**src/rtl/gate_test_sequencer.sv**
```systemverilog
// Exhaustive stimulus sequencer for small combinational gates: walks every input
// vector, holds it SETTLE cycles, checks the DUT output against a truth table.
module gate_test_sequencer #(
   parameter int                   N_IN   = 2,
   parameter logic [2**N_IN-1:0]   TRUTH  = 4'b1110,
   parameter int                   SETTLE = 4,
   parameter int                   CNT_W  = 8
) (
   input  logic             clk,
   input  logic             rst_n,
   input  logic             start,
   output logic [N_IN-1:0]  dut_in,
   input  logic             dut_y,
   output logic             busy,
   output logic             done,
   output logic             pass,
   output logic [CNT_W-1:0] err_count,
   output logic [N_IN-1:0]  first_fail,
   output logic             first_fail_vld
);

   localparam int              SC_W      = (SETTLE > 1) ? $clog2(SETTLE) : 1;
   localparam logic [SC_W-1:0] SETTLE_LD = SC_W'(SETTLE - 1);
   localparam logic [N_IN-1:0] LAST_VEC  = {N_IN{1'b1}};
   localparam logic [CNT_W-1:0] CNT_MAX  = {CNT_W{1'b1}};

   typedef enum logic {IDLE, RUN} state_t;

   state_t          state;
   logic [SC_W-1:0] cnt;
   logic            mismatch;

   // Error counter sticks at full scale rather than wrapping back to zero.
   function automatic logic [CNT_W-1:0] sat_inc(input logic [CNT_W-1:0] v);
      return (v == CNT_MAX) ? v : v + 1'b1;
   endfunction

   // Only consumed on the check edge of RUN; ignored everywhere else.
   assign mismatch = (dut_y != TRUTH[dut_in]);

   always_ff @(posedge clk) begin
      if (!rst_n) begin
         state          <= IDLE;
         cnt            <= '0;
         dut_in         <= '0;
         busy           <= 1'b0;
         done           <= 1'b0;
         pass           <= 1'b0;
         err_count      <= '0;
         first_fail     <= '0;
         first_fail_vld <= 1'b0;
      end else begin
         done <= 1'b0;
         case (state)
            IDLE: begin
               if (start) begin
                  state          <= RUN;
                  dut_in         <= '0;
                  cnt            <= SETTLE_LD;
                  busy           <= 1'b1;
                  err_count      <= '0;
                  first_fail     <= '0;
                  first_fail_vld <= 1'b0;
                  pass           <= 1'b0;
               end
            end
            RUN: begin
               if (cnt != '0) begin
                  cnt <= cnt - 1'b1;
               end else begin
                  if (mismatch) begin
                     err_count <= sat_inc(err_count);
                     if (!first_fail_vld) begin
                        first_fail     <= dut_in;
                        first_fail_vld <= 1'b1;
                     end
                  end
                  if (dut_in != LAST_VEC) begin
                     dut_in <= dut_in + 1'b1;
                     cnt    <= SETTLE_LD;
                  end else begin
                     // Last vector: the final mismatch is not yet in err_count.
                     state <= IDLE;
                     busy  <= 1'b0;
                     done  <= 1'b1;
                     pass  <= (err_count == '0) && !mismatch;
                  end
               end
            end
            default: state <= IDLE;
         endcase
      end
   end

endmodule

```
**config.mk**
```make
export PLATFORM = sky130hd
export DESIGN_NAME = gate_test_sequencer
export DESIGN_NICKNAME = d
export VERILOG_FILES = /design/src/rtl/gate_test_sequencer.sv
export SDC_FILE = /design/constraint.sdc
export NUM_CORES = 1
export LEC_CHECK = 0
export CAP_MARGIN = 20
export CORE_ASPECT_RATIO = 1.4
export CORE_MARGIN = 2
export CORE_UTILIZATION = 45
export CTS_CLUSTER_SIZE = 20
export DETAILED_ROUTE_END_ITERATION = 7
export PLACE_DENSITY = 0.71
export SYNTH_ARGS = -nofsm -noshare
export SYNTH_HDL_FRONTEND = slang
export SYNTH_SLANG_ARGS = --single-unit
```
**constraint.sdc**
```tcl
create_clock -name clk -period 2 [get_ports clk]
set_input_delay 0.4 -clock clk [delete_from_list [all_inputs] [get_ports clk]]
set_output_delay 0.4 -clock clk [all_outputs]
set_load 0.05 [all_outputs]
```
; Word level (Yosys, flattened, before mapping)
; Cells that the tools add are included.
[totals]
reg_bits = 19
in_bits = 4
output_inout_bits = 16
word_cells = 72
[classes]
addsub = 3
magnitude_cmp = 1
n_eq_ne = 11
muxes = 35
bitwise = 2
n_reduce_logical = 11
[op_table]
columns = op, count
row1 = $mux 8, 4
row2 = $mux 2, 9
row3 = $pmux 8 s2, 1
row4 = $mux 1, 13
row5 = $ne 2x2->1 const B, 6
row6 = $pmux 2 s2, 3
row7 = $reduce_and 3->1, 3
row8 = $add 8x1->8 const B, 1
row9 = $eq 8x8->1 const B, 1
row10 = $logic_not 8->1, 1
row11 = $pmux 1 s2, 4
row12 = $reduce_and 4->1, 2
row13 = $ne 2x1->1 const B, 2
row14 = $lt 2x3->1 const B, 1
row15 = $ne 3x1->1 const B, 1
row16 = $reduce_or 3->1, 1
row17 = $add 2x1->2 const B, 1
row18 = $bmux 1 s2, 1
row19 = $not 1->1, 2
row20 = $reduce_and 2->1, 1
row21 = $reduce_bool 2->1, 1
row22 = $sub 2x1->2 const B, 1
row23 = $logic_and 1x1->1, 1
row24 = $logic_not 1->1, 1
row25 = $ne 1x1->1, 1

; Logic depth before layout (Yosys ltp)
; Gate-level depths: netlist (run 1).
[depth]
word_depth = 8
mapped_depth = 6
ltp_nobuf = 6

; Worst setup path before layout (run 1)
; OpenSTA, ideal clock, no wires.
[synth_timing]
path_kind = flip-flop to flip-flop
start = register dut_in[0]
end = register err_count[5]
setup_time_ns = 0.074
arrival_time_ns = 2.038
t_required_ns = 1.926
setup_slack_ns = -0.113
path_stages_with_launch = 7
path_buffers = 0
synth_period_minus_slack_ns = 2.113
path_cell_list = dfxtp_1 inv_1 ha_1 xnor2_2 nand3_1 or4_1 a31oi_1
[synth_via]
elab_chain_cells = 5
[synth_lines]
columns = element, line_no
row1 = from (decl), 12  ; output logic [N_IN-1:0] dut_in,
row2 = from (signal assigned), 79  ; dut_in <= dut_in + 1'b1;
row3 = $bmux 1 s2, 39  ; assign mismatch = (dut_y != TRUTH[dut_in]);
row4 = $mux 1 (not written as such), 39
row5 = $ne 1x1->1, 39
row6 = $ne 2x1->1 (no line), -
row7 = $reduce_and 4->1 (no line), -
row8 = to (signal assigned), 72  ; err_count <= sat_inc(err_count);
row9 = to (decl), 17  ; output logic [CNT_W-1:0] err_count,
; No other way between the ends. The select of a mux whose other input is x is not followed.
; A chain may end at the register's enable or synchronous reset.

; Worst setup path after layout (run 1)
[layout_timing]
start = register err_count[6]
end = output port err_count[6]
; No word-level cell between the ends.

==> results of run 1 <==
[through the flow]
stage	hold slack [ns]	instances	setup slack (ns)	power, W
after floorplan	0.493	121	0.0953	0.000513
after global placement	0.458	164	0.0628	0.000560
after detailed placement	0.467	164	0.0100	0.000563
after CTS	0.486	168	0.0151	0.000759
after global routing	0.524	168	0.00726	0.000788
final	0.480	168	0.0687	0.000756
[worst paths after layout]
kind / slack, ns / endpoint / cells past startpoint / startpoint
hold / removal: 0.48 / busy / 2 / busy
hold reg to reg: 0.48 / busy / 2 / busy
setup / recovery: 0.07 / err_count[6] / 1 / err_count[6]
setup reg to reg: 0.16 / err_count[5] / 6 / dut_in[0]
[cell families after synthesis]
group	count (synthesis)	synth area share [%]
flip-flops	19	37.3
AND/OR/NAND/NOR	46	23.0
buffers and inverters	14	5.53
XOR/XNOR	4	4.18
AO/OA/AOI/OAI	31	21.7
adder cells (fa/ha/maj)	5	6.14
multiplexers	2	2.09
[cell usage after synthesis (2+ instances only)]
| library cell | n |
|---|---|
| nor2b_1 | 2 |
| inv_1 | 9 |
| nand3_1 | 6 |
| or4_1 | 2 |
| ha_1 | 5 |
| dfxtp_1 | 19 |
| a32o_1 | 2 |
| nand4_1 | 2 |
| buf_2 | 3 |
| nand2_1 | 12 |
| o311ai_1 | 2 |
| a31oi_1 | 5 |
| nor2_1 | 8 |
| o31ai_1 | 2 |
| xnor2_1 | 2 |
| o41ai_1 | 2 |
| o21ai_1 | 3 |
| or3_1 | 3 |
| nor3_1 | 6 |
| a21oi_1 | 7 |
[flip-flops by register name, indices dropped and copies added (netlist names)]
name            cells
err_count           8
first_fail          2
dut_in              2
state               1
pass                1
busy                1
first_fail_vld      1
done                1
cnt                 2
[power by group]
part | leakage [nW] | internal (W) | switching [W]
registers | 0.156 | 0.000391 | 0.0000162
logic | 0.358 | 0.0000611 | 0.0000873
clock network | 0.0150 | 0.0000777 | 0.000123
total | 0.528 | 0.000530 | 0.000226
[what timing repair did]
action | 4_1_cts | 5_1_grt
resized for setup | 0 | 3
endpoints found under the hold margin | 0 | 0
hold buffers | 0 | 0
endpoints found under the setup margin | 0 | 3
[layout make-up]
class	count	area share [%]
Inverter	9	2.60
Multi-Input combinational cell	88	44.8
Clock buffer	4	2.03
Timing Repair Buffer	26	18.9
Sequential cell	19	29.5
Tap cell	22	2.12
[routing by layer]
layer  GRT usage, %  wire length [um]  share of wire (%)
met5              0                 0                  0
met4           12.6                77                3.1
met3           3.63               118                4.8
met2           37.4              1220                 50
met1           24.4              1040                 42
==> metrics.txt, run 1 <==
number of placed I/O pins=20; Die ar.=around 2700 sq um; Longest Clk Path Bufs=2; final number of setup-violating endpoints=0; most frequent cells in the layout=dfxtp_1 (17), clkdlybuf4s50_1 (14), nand2_1 (12); commonest non-fill, non-tap cell in the layout=dfxtp_1; Max Cap Violations=0; outcome=finished, final reports clean; max frequency=0.518 GHz; startpoint types=flop; crit path capture type=output pin; main area contributors after synthesis=dfxtp_1 (37%), ha_1 (6.1%), nand2_1 (4.4%); Placer Congestion=0.846; Hold Fails Final Rpt=0; pin count of the biggest net entering global routing=21; CTS tree=yes; Ys Warns=0; Core Region=between 2000 and 2500 sq um; Worst EP required=about 1.6 ns; Nets=approximately 160; DRC Markers=0; Primary FF master, synth=dfxtp_1; CP peak stage delay=a little over 0.8 ns; PortBufs=19; WP buf/inv=1; site row count=20; Pre-antenna DRT Iters=4; FF+latch area=383 sq um; starting density of the core=between 40% and 50%; Final HPWL DP=1890 um; WS Path Type=reg -> out; Post-Syn Nets=130; RSZ-0062 raised after global routing=no; average cell area after synthesis=roughly 8.4 sq um; CTS clk-pin slew, worst paths=roughly 0.11 ns; Die Span Y=roughly 60 um; area delta synth->final=27.4%; FF+latch count, synth=19; CTS Root Cell=clkbuf_4; peak supply drop=between 400 and 500 uV; pins over their slew limit=0; WL final=between 2000 and 2500 um; # H-tree levels=1; CP cell instances=clkdlybuf4s50_1; vias=slightly below 1,000; async set or reset register ratio after synthesis=0%; final worst-path cycle share=a little over nine tenths; share of cells above drive strength 1=approximately an eighth; Least-Margin Pin Slew=between 0.6 and 0.7 ns; Final Util=around three fifths; CTS Buf Count=3; EDFF count, synth=0; post-route cell area=between 1000 and 1500 sq um; Multi-input gate area=a little under 600 sq um; Mapped Area=slightly above 1000 sq um; critical path arrival=approximately 1.5 ns; Cells after Synth=approximately 120; 1st-iter DRT viols=31; Via density=5.90; vias in the first global route=about 1,000; fillers=212; Area after DPL=1260 sq um; initial antenna violation count=0; clock sink count=19; top-area cell type share of the netlist area=37.3%; Setup TNS Final=0 ns; Max stage delay cell, worst path=clkdlybuf4s50_1; first-pass GRT wire length=4320 um; Yosys top cell by area=dfxtp_1; relative slew slack=57.3%; DRT antenna net count=0; Clock Latency Late Sink=0.30 ns; Final Critical Period=approximately 1.9 ns; post-synthesis sequential area ratio=37.3%; Distinct cells, synth=39; # diodes=0; worst-path fanout max=4; worst clock skew=about 0.0025 ns; Pleak=around 0.53 nW; GRT Overall Usage=21.6%; remaining global-route overflow=0; Pwr Density=583 nW/um^2; Worst path top cell family by delay=buffers and inverters; postcts setup bufs=0; Die Wd=between 40 and 50 um; routed wire length per instance=between 10 and 15 um; Min-Delay Path Class=reg -> reg
No activity file was read; power rests on OpenSTA's default activity.
==> run 2, diff against run 1 <==
--- a/config.mk
+++ b/config.mk
@@ -8,10 +8,10 @@
 export CAP_MARGIN = 20
 export CORE_ASPECT_RATIO = 1.4
 export CORE_MARGIN = 2
-export CORE_UTILIZATION = 45
+export CORE_UTILIZATION = 44
 export CTS_CLUSTER_SIZE = 20
 export DETAILED_ROUTE_END_ITERATION = 7
-export PLACE_DENSITY = 0.71
+export PLACE_DENSITY = 0.7
 export SYNTH_ARGS = -nofsm -noshare
 export SYNTH_HDL_FRONTEND = slang
 export SYNTH_SLANG_ARGS = --single-unit
==> constraint.sdc (replaced) <==
create_clock -name clk -period 2 [get_ports clk]
set_input_delay 0.4 -clock clk [delete_from_list [all_inputs] [get_ports clk]]
set_output_delay 0.4 -clock clk [all_outputs]
set_load 0.1 [all_outputs]
==> metrics.txt, run 2 (same netlist as run 1, synthesis figures left out) <==
final number of setup-violating endpoints=0; commonest non-fill, non-tap cell in the layout=buf_4; max frequency=about 0.57 GHz; Nets=roughly 160; vias=around 1,000; Pwr Density=about 600 nW/um^2; reg2reg setup slack=around 0.24 ns; Die Wd=~45 um; CTS Root Cell=clkbuf_4; site row count=20; initial antenna violation count=0; fin cells=between 150 and 200; worst-path fanout max=4; first-pass GRT wire length=3980 um; vias in the first global route=between 900 and 1,000; peak supply drop=around 440 uV; max reg flops=8; PortBufs=19; Reg-to-Reg Start=dut_in[0]; starting density of the core=between 40 and 50%; Die Span Y=around 61 um; crit path capture type=flop; Hold Fails Final Rpt=0; Reg with most FFs=err_count; CTS resizes=0; postcts setup bufs=0; DRC Markers=0; routed wire length per instance=around 14 um; WS Path Type=reg -> reg; FF-to-FF End=err_count[5]; outcome=finished, final reports clean; CTS clk-pin slew, worst paths=roughly 0.11 ns; Placer Congestion=0.824; # placed instances=166; Min-Delay Path Class=reg -> reg; crit path capture=err_count[5]; final worst-path cycle share=between 80% and 90%; CTS Buf Count=3; critical path arrival=2.00 ns; Pleak=0.518 nW; Clock Latency Late Sink=about 0.3 ns; crit path launch=dut_in[0]; remaining global-route overflow=0; Final Critical Period=around 1.8 ns; pins over their slew limit=0; Max Cap Violations=0; Least-Margin Pin Slew=roughly 0.49 ns; startpoint types=flop; final worst slack=~0.24 ns; pre-CTS WS=~0.042 ns; # H-tree levels=1; Final Util=approximately 59%; CTS tree=yes; relative slew slack=between 60 and 70%; Final HPWL DP=between 1500 and 2000 um; Tot Pwr=between 0.0007 and 0.0008 W; R2R depth=6; Pre-antenna DRT Iters=4; # diodes=0; most frequent cells in the layout=buf_4 (24), nand2_1 (12), dfxtp_1 (12); clock sink count=19; 1st-iter DRT viols=17; Via density=5.81; DRT antenna net count=0; Core Region=2180 sq um; number of placed I/O pins=20; Longest Clk Path Bufs=2; Worst EP required=~2.2 ns; pin count of the biggest net entering global routing=16; fillers=208; hold buffer count at CTS=0; Die ar.=between 2000 and 3000 sq um; area delta synth->final=27.1%; RSZ-0062 raised after global routing=no; share of cells above drive strength 1=around 27%; WL final=2380 um; Setup TNS Final=0 ns; GRT Overall Usage=19.8%; worst clock skew=approximately 0.0009 ns
## run 2: cell count changes in the layout (fill, tap and decap cells not counted)
cell and delta:
buf_12 +1, buf_4 +15, clkbuf_1 -1, clkdlybuf4s50_1 -11, clkinv_2 +1, dfxtp_1 -5, dfxtp_2 +3, dfxtp_4 +2
dlymetal6s2s_1 -3
## run 2: per-stage QoR
step	instance area [sq um]	hold slack, ns
2_1_floorplan	1030	0.493
3_3_place_gp	1270	0.457
3_5_place_dp	1270	0.463
4_1_cts	1290	0.479
5_1_grt	1290	0.509
6_report	1290	0.481
## run 2: worst min path at each step
stage                     startpoint      to  depth (start not counted)
after floorplan               cnt[1]  cnt[1]                          2
after global placement          busy    busy                          2
after detailed placement        busy    busy                          2
after CTS                       busy    busy                          2
after global routing            busy    busy                          2
final                           busy    busy                          2
## run 2: layout make-up
type                       count  area [sq um]  area share [%]
clock buffer                   3          22.5            1.74
clock inverter                 1          5.00           0.386
inverter                       9          33.8            2.61
multi-input combinational     88           582            44.9
sequential                    19           394            30.4
tap                           22          27.5            2.13
timing repair buffer          28           230            17.8
## run 2: power by group
part	switching (W)	leakage, nW	total, W	internal [W]
logic	0.000113	0.341	0.000175	0.0000618
registers	0.0000143	0.159	0.000403	0.000389
clock network	0.000121	0.0177	0.000196	0.0000747
## run 2: critical path: stages (launching register included)
cell	delay (ns)
dfxtp_4	0.38
inv_1	0.07
ha_1	0.25
xnor2_2	0.20
nand3_1	0.11
or4_1	0.53
a31oi_1	0.16
## run 2: metal layers
layer / track usage, % / part of all wire (%) / up-vias
li1: - / - / 498
met1: 23.8 / 42 / 455
met2: 33.5 / 52 / 30
met3: 3.57 / 4.0 / 4
met4: 9.52 / 1.7 / 0
met5: 0 / 0 / -
